`config.mk`:
```
export PLATFORM = sky130hd
export DESIGN_NAME = dff_pipe
export DESIGN_NICKNAME = d
export VERILOG_FILES = /design/src/rtl/dff_pkg.sv /design/src/rtl/dff_pipe_stage.sv /design/src/rtl/dff_pipe.sv
export SDC_FILE = /design/constraint.sdc
export NUM_CORES = 1
export LEC_CHECK = 0
export CAP_MARGIN = 20
export CORE_AREA = 2 2 52 54
export CTS_CLUSTER_SIZE = 8
export DETAILED_ROUTE_END_ITERATION = 10
export DIE_AREA = 0 0 54 56
export PLACE_DENSITY = 0.8
export SLEW_MARGIN = 20
export SYNTH_ARGS = -nofsm -noshare
export SYNTH_HDL_FRONTEND = slang
export SYNTH_SLANG_ARGS = --single-unit
```
`constraint.sdc`:
```
create_clock -name clk -period 3.2 [get_ports clk]
set_clock_uncertainty 0.2 [all_clocks]
set_input_delay 0.64 -clock clk [delete_from_list [all_inputs] [get_ports clk]]
set_output_delay 0.64 -clock clk [all_outputs]
set_load 0.03 [all_outputs]
```
`src/rtl/dff_pkg.sv`:
```
// Shared constants and width helper for the dff_pipe register pipeline.
// No logic, no latency.
// No flow control.
package dff_pkg;

   localparam int DEF_WIDTH = 8;
   localparam int DEF_DEPTH = 3;

   // Number of bits needed to hold the values 0..n (same result as $clog2(n+1), minimum 1).
   function automatic int cnt_width(input int n);
      int w;
      w = 1;
      while ((1 << w) <= n) w = w + 1;
      return w;
   endfunction

endpackage

```
`src/rtl/dff_pipe_stage.sv`:
```
// One pipeline slot: a valid bit plus a data register.
// Captures the upstream word on the edge where adv is high; one cycle per stage.
// Holds both registers while adv is low; flush clears only the valid bit.
module dff_pipe_stage #(
   parameter int               WIDTH   = 8,
   parameter logic [WIDTH-1:0] RST_VAL = '0
)(
   input  logic             clk,
   input  logic             rst,
   input  logic             flush,
   input  logic             adv,
   input  logic             up_valid,
   input  logic [WIDTH-1:0] up_data,
   output logic             v,
   output logic [WIDTH-1:0] d
);

   // Valid bit: cleared by flush, otherwise follows upstream whenever the slot advances.
   always_ff @(posedge clk or posedge rst) begin
      if (rst) begin
         v <= 1'b0;
      end else if (flush) begin
         v <= 1'b0;
      end else if (adv) begin
         v <= up_valid;
      end
   end

   // Data only moves when a real word arrives; bubbles leave the old value in place.
   always_ff @(posedge clk or posedge rst) begin
      if (rst) begin
         d <= RST_VAL;
      end else if (!flush && adv && up_valid) begin
         d <= up_data;
      end
   end

endmodule

```
`src/rtl/dff_pipe.sv`:
```
// Flow-controlled register pipeline of DEPTH stages with bubble collapsing and flush.
// Latency DEPTH cycles unstalled (word accepted at edge N is on out_valid after edge N+DEPTH-1), 1 word/clk.
// Combinational ready chain: a stage advances if it is empty or everything downstream advances.
module dff_pipe
   import dff_pkg::*;
#(
   parameter int               WIDTH   = DEF_WIDTH,
   parameter int               DEPTH   = DEF_DEPTH,
   parameter logic [WIDTH-1:0] RST_VAL = '0
)(
   input  logic                        clk,
   input  logic                        rst,
   input  logic                        flush,
   input  logic                        in_valid,
   output logic                        in_ready,
   input  logic [WIDTH-1:0]            in_data,
   output logic                        out_valid,
   input  logic                        out_ready,
   output logic [WIDTH-1:0]            out_data,
   output logic [cnt_width(DEPTH)-1:0] count
);

   localparam int CW = cnt_width(DEPTH);

   logic [DEPTH-1:0] v;
   logic [WIDTH-1:0] d    [DEPTH];
   logic [DEPTH-1:0] adv;
   logic [DEPTH-1:0] up_v;
   logic [WIDTH-1:0] up_d [DEPTH];
   logic             in_xfer;
   logic             out_xfer;

   // Ready chain, flattened: stage i advances unless it and every stage after it are full
   // while the sink stalls. Equivalent to adv[i] = !v[i] || adv[i+1], adv[DEPTH] = out_ready.
   always_comb begin
      logic all_full;
      adv      = '0;
      all_full = 1'b1;
      for (int i = DEPTH - 1; i >= 0; i--) begin
         all_full = all_full & v[i];
         adv[i]   = out_ready | ~all_full;
      end
   end

   for (genvar g = 0; g < DEPTH; g++) begin : g_stage
      if (g == 0) begin : g_head
         assign up_v[g] = in_valid;
         assign up_d[g] = in_data;
      end else begin : g_body
         assign up_v[g] = v[g-1];
         assign up_d[g] = d[g-1];
      end

      dff_pipe_stage #(
         .WIDTH   (WIDTH),
         .RST_VAL (RST_VAL)
      ) u_stage (
         .clk      (clk),
         .rst      (rst),
         .flush    (flush),
         .adv      (adv[g]),
         .up_valid (up_v[g]),
         .up_data  (up_d[g]),
         .v        (v[g]),
         .d        (d[g])
      );
   end

   assign in_ready  = adv[0] && !flush;
   assign out_valid = v[DEPTH-1] && !flush;
   assign out_data  = d[DEPTH-1];
   assign in_xfer   = in_valid && in_ready;
   assign out_xfer  = out_valid && out_ready;

   // Occupancy tracks the valid bits: +1 per accepted word, -1 per delivered word, zero on flush.
   always_ff @(posedge clk or posedge rst) begin
      if (rst) begin
         count <= '0;
      end else if (flush) begin
         count <= '0;
      end else if (in_xfer && !out_xfer) begin
         count <= count + CW'(1);
      end else if (!in_xfer && out_xfer) begin
         count <= count - CW'(1);
      end
   end

endmodule

```
# == After elaboration in Yosys (flattened, before gate mapping) ==
# Index checks and enable logic that the tools add are counted.
# word_totals
regBits,29
wordCells,43
out_inout_bits,12
# classes
addsub,2
mux,9
reduce_logical,17
bitwise_logic,8
# op_table
cell,count
$logic_and 1x1->1,10
$mux 1,6
$mux 2,3
$reduce_bool 2->1,3
$logic_not 1->1,3
$not 1->1,3
$or 1x1->1,3
$reduce_bool 3->1,1
$add 2x1->2 const B,1
$and 1x1->1,2
$sub 2x1->2 const B,1

# == Depth between registers and ports, before layout ==
# Gate-level depths: netlist of run 1.
# depth
ltp_word,11
depth_mapped,4

# == By module ==
# Synthesis of run 1 repeated with hierarchy kept, for this count alone.
# hier_totals
hier_cells,86
hier_area_um2,1233.7
# modules_own_cells
mod,instances,cells_each,seq_area_each_um2,area_each_um2
dff_pipe_stage,3,21,225.2,352.8
dff_pipe,1,23,50.0,175.2

# == Worst setup path before layout of run 1 ==
# Ideal clock, no wire load.
# synth_timing
kind,input port to output port
start,input out_ready
end,output in_ready
t_required_ns,2.360
t_arrival_ns,1.254
setup_slack_ns,1.106
path_stages,3
cell_sequence,nor2b_4 -> and3_1 -> nor2_1
# synth_between
elab_chain_len,2
# synth_rtl
item,line_no,rtl
start: declaration,dff_pipe.sv:18,"input logic out_ready,"
$or 1x1->1,dff_pipe.sv:41,adv[i] = out_ready | ~all_full;
$logic_and 1x1->1,dff_pipe.sv:69,assign in_ready = adv[0] && !flush;
end: declaration,dff_pipe.sv:15,"output logic in_ready,"
# No other way between the ends.

# == Final worst setup path of run 1 ==
# Same ends and word-level chain as after synthesis.

==> results of run 1 <==
state kept, by name, indices dropped and copies added (netlist names):
| register | flops |
|---|---|
| g_stage.u_stage.d | 24 |
| count | 2 |
| g_stage.u_stage.v | 3 |
final cells by class:
class | instances | area [µm²] | share of cell area [%]
well taps | 30 | 37.5 | 2.39
inverters | 1 | 3.75 | 0.239
repair buffers | 26 | 255 | 16.2
clock buffers | 7 | 55.1 | 3.50
multi-input cells | 50 | 464 | 29.5
flip-flops and latches | 29 | 726 | 46.2
clock inverters | 1 | 30.0 | 1.91
worst max path at each step:
stage                     to  slack (ns)
finish              in_ready        0.12
CTS                 in_ready        0.12
global placement    in_ready        0.18
floorplan           in_ready        1.11
global route        in_ready        0.03
detailed placement  in_ready        0.13
through the flow:
step | cells | hold WS, ns
finish | 144 | 0.305
global route | 144 | 0.320
CTS | 144 | 0.307
detailed placement | 136 | 0.289
global placement | 136 | 0.279
floorplan | 90 | 0.275
layer usage:
layer | vias up | part of all wire [%] | global-route usage (%)
li1 | 341 | - | -
met1 | 362 | 41 | 17.4
met2 | 25 | 50 | 26.8
met3 | 6 | 6.2 | 6.72
met4 | 0 | 2.7 | 11.8
met5 | - | 0 | 0
power breakdown:
group	internal (µW)	leakage (µW)	total (µW)	switching, µW
clock network	186	0.0000455	315	128
registers	456	0.000354	503	47.1
logic	187	0.000312	341	154
total	829	0.000712	1160	329
cells by family (layout without fill, tap and decap cells):
group | count (synthesis) | count (layout)
AO/OA/AOI/OAI | 2 | 2
XOR/XNOR | 2 | 2
buffers and inverters | 11 | 35
flip-flops | 29 | 29
multiplexers | 25 | 25
AND/OR/NAND/NOR | 21 | 21
worst max-delay path, cell delays in order:
cell and delay [ns]:
clkdlybuf4s50_1 0.57, nor2b_4 0.07, and3_1 0.20, nor2_1 0.09, clkdlybuf4s50_1 0.67
synth_stat cells (all sizes together):
| cell type | count |
|---|---|
| and2b | 1 |
| inv | 1 |
| xnor2 | 1 |
| nand4 | 1 |
| nand2 | 3 |
| and3 | 1 |
| nor2 | 9 |
| a21boi | 1 |
| buf | 10 |
| nand3b | 1 |
| or3b | 1 |
| nand4b | 1 |
| dfrtp | 29 |
| a21oi | 1 |
| mux2 | 25 |
| nor2b | 3 |
| xor2 | 1 |
==> flow_summary_export.csv, run 1 <==
group,metric,value,unit
placed_design,finalWeightedCongestion,0.638,
timing,finalSetupViolations,0,
global_routing,grt.overflow.total,0,
routing,first_iter_violations,8,
synthesis,post-synth-top-area-fraction,56.9,%
routing,routed_len_inst,14.7,µm
synthesis,synthCells,90,
placed_design,placement.io_buffers,24,
timing,grt_setup_unrepaired,"false",
clocking,clock_sink_count,29,
routing,detail-route-antenna-nets,0,
synthesis,syn_nets,103,
power_and_ir_drop,power.ir.vdd_worst,510,µV
power_and_ir_drop,power-per-cell-area,737,nW/µm²
final_layout,commonest_cells_after_routing_fill_and_taps_aside,"dfrtp_1, clkdlybuf4s50_1, mux2_2",
synthesis,synth.ff_latch_count,29,
clocking,tritoncts_buffer_count,5,
setup_path,regToRegStartpoint,"g_stage[2].u_stage.v$_DFFE_PP0P_",
global_routing,initial_antenna_violation_count,0,
setup_path,endpoint_kind,"output port",
clocking,cts_tree,"done",
timing,layout_min_cycle_time,3.08,ns
floorplanning,die_area,3020,µm²
floorplanning,die_y,56,µm
routing,drt_wl_total,2.11,mm
placed_design,detailedPlacementHpwl,1.44,mm
floorplanning,die-width,54,µm
synthesis,syn_area_per_cell,14.2,µm²
timing,final_max_slew_viol_count,0,
global_routing,wire_length_of_the_first_global_routing_pass,3.45,mm
routing,route.vias.total,734,
routing,route.detailed.drc,0,
synthesis,yosys_warnings,0,
global_routing,total_routing_usage_reported_by_global_routing,16.9,%
setup_path,critPathLaunch,"out_ready",
clocking,post_cts_resized,0,
routing,viasPerCell,5.10,
clocking,cts_max_level,2,
setup_path,r2r_end,"g_stage[2].u_stage.d[7]$_DFFE_PP0P_",
clocking,post_cts_hold_buffer_count,0,
clocking,clk_transition_reported_paths,0.09,ns
synthesis,ys_types,21,
clocking,clk_root_buf,"clkbuf_4",
placed_design,placement.cell_area,1490,µm²
power_and_ir_drop,finalPower,1160,µW
final_layout,final_core_utilization,64.6,%
floorplanning,fp-row-count,18,
setup_path,worst-path-max-fanout,5,
setup_path,worstRegToRegCells,3,
final_layout,design.final.nets,126,
synthesis,synth_area_in_simple_gates,9.61,%
final_layout,antenna-diode-count,0,
floorplanning,io_pins,25,
setup_path,worstPathRequired,2.36,ns
final_layout,fill_cell_total_of_the_finished_layout,210,
worst_hold_path,timing.hold.worst_endpoint,"g_stage[2].u_stage.d[2]$_DFFE_PP0P_",
timing,slew-limit-headroom,63.0,%
worst_hold_path,min_path_type,"flip-flop to flip-flop",
worst_hold_path,hold_depth,1,
synthesis,synth_fa_ha_area_share,0,%
synthesis,synth.largest_area_cell,"dfrtp_1",
global_routing,grt_max_degree,30,
synthesis,syn_area,1280,µm²
worst_hold_path,hold_start,"g_stage[1].u_stage.d[2]$_DFFE_PP0P_",
synthesis,post_synthesis_sequential_area_ratio,56.9,%
floorplanning,placeableCoreArea,2430,µm²
timing,fin_setup_tns,0,ns
clocking,clock_latency_on_the_worst_skew_pair,0.33,ns
setup_path,cp-start-kind,"primary input",
final_layout,layout.cell_area.non_filler,1570,µm²
job,max-cap-violations,0,
global_routing,first_global_vias,807,
run_status,status,"completed",
floorplanning,floorplan.initialDensity,52.5,%
timing,worst_slack,0.117,ns
timing,timing.final.hold_violations,0,
timing,clock.fmax,0.324,GHz
synthesis,yosys-mux-area-fraction,24.4,%
synthesis,netlist_top_cells_area,"dfrtp_1, mux2_2, mux2_4",
synthesis,synth_top_family_by_area,"multiplexers",
synthesis,synth_area_in_xor_xnor,1.37,%
setup_path,regToRegSetupSlack,1.33,ns
final_layout,fraction_of_final_layout_cells_with_drive_strength_greater_than_1,32.5,%
timing,fin_crit_sh,96.4,%
synthesis,synth_compound_gate_area_share,0.980,%
power_and_ir_drop,power_leakage,0.000712,µW
routing,drt-pass1-iter-count,4,
setup_path,setup.worst_path.class,"primary input to output port",
setup_path,cp.arrival,2.24,ns
timing,slew_at_the_pin_closest_to_its_max_slew_limit,0.555,ns
final_layout,area_growth,23.1,%
final_layout,layout.cells.most_common,"dfrtp_1",
clocking,clock_tree_buf_depth,2,
placed_design,dpl_worst_slack,0.130,ns
clocking,postCtsSetupRepairBufs,0,
(Power assumes the default switching activity.)
==> run 2, diff against run 1 <==
--- a/config.mk
+++ b/config.mk
@@ -5,11 +5,11 @@
 export SDC_FILE = /design/constraint.sdc
 export NUM_CORES = 1
 export LEC_CHECK = 0
-export CAP_MARGIN = 20
 export CORE_AREA = 2 2 52 54
 export CTS_CLUSTER_SIZE = 8
 export DETAILED_ROUTE_END_ITERATION = 10
 export DIE_AREA = 0 0 54 56
+export GPL_ROUTABILITY_DRIVEN = 0
 export PLACE_DENSITY = 0.8
 export SLEW_MARGIN = 20
 export SYNTH_ARGS = -nofsm -noshare
==> results of run 2 <==
No change in the layout: final DEF, timing and power equal those of run 1.
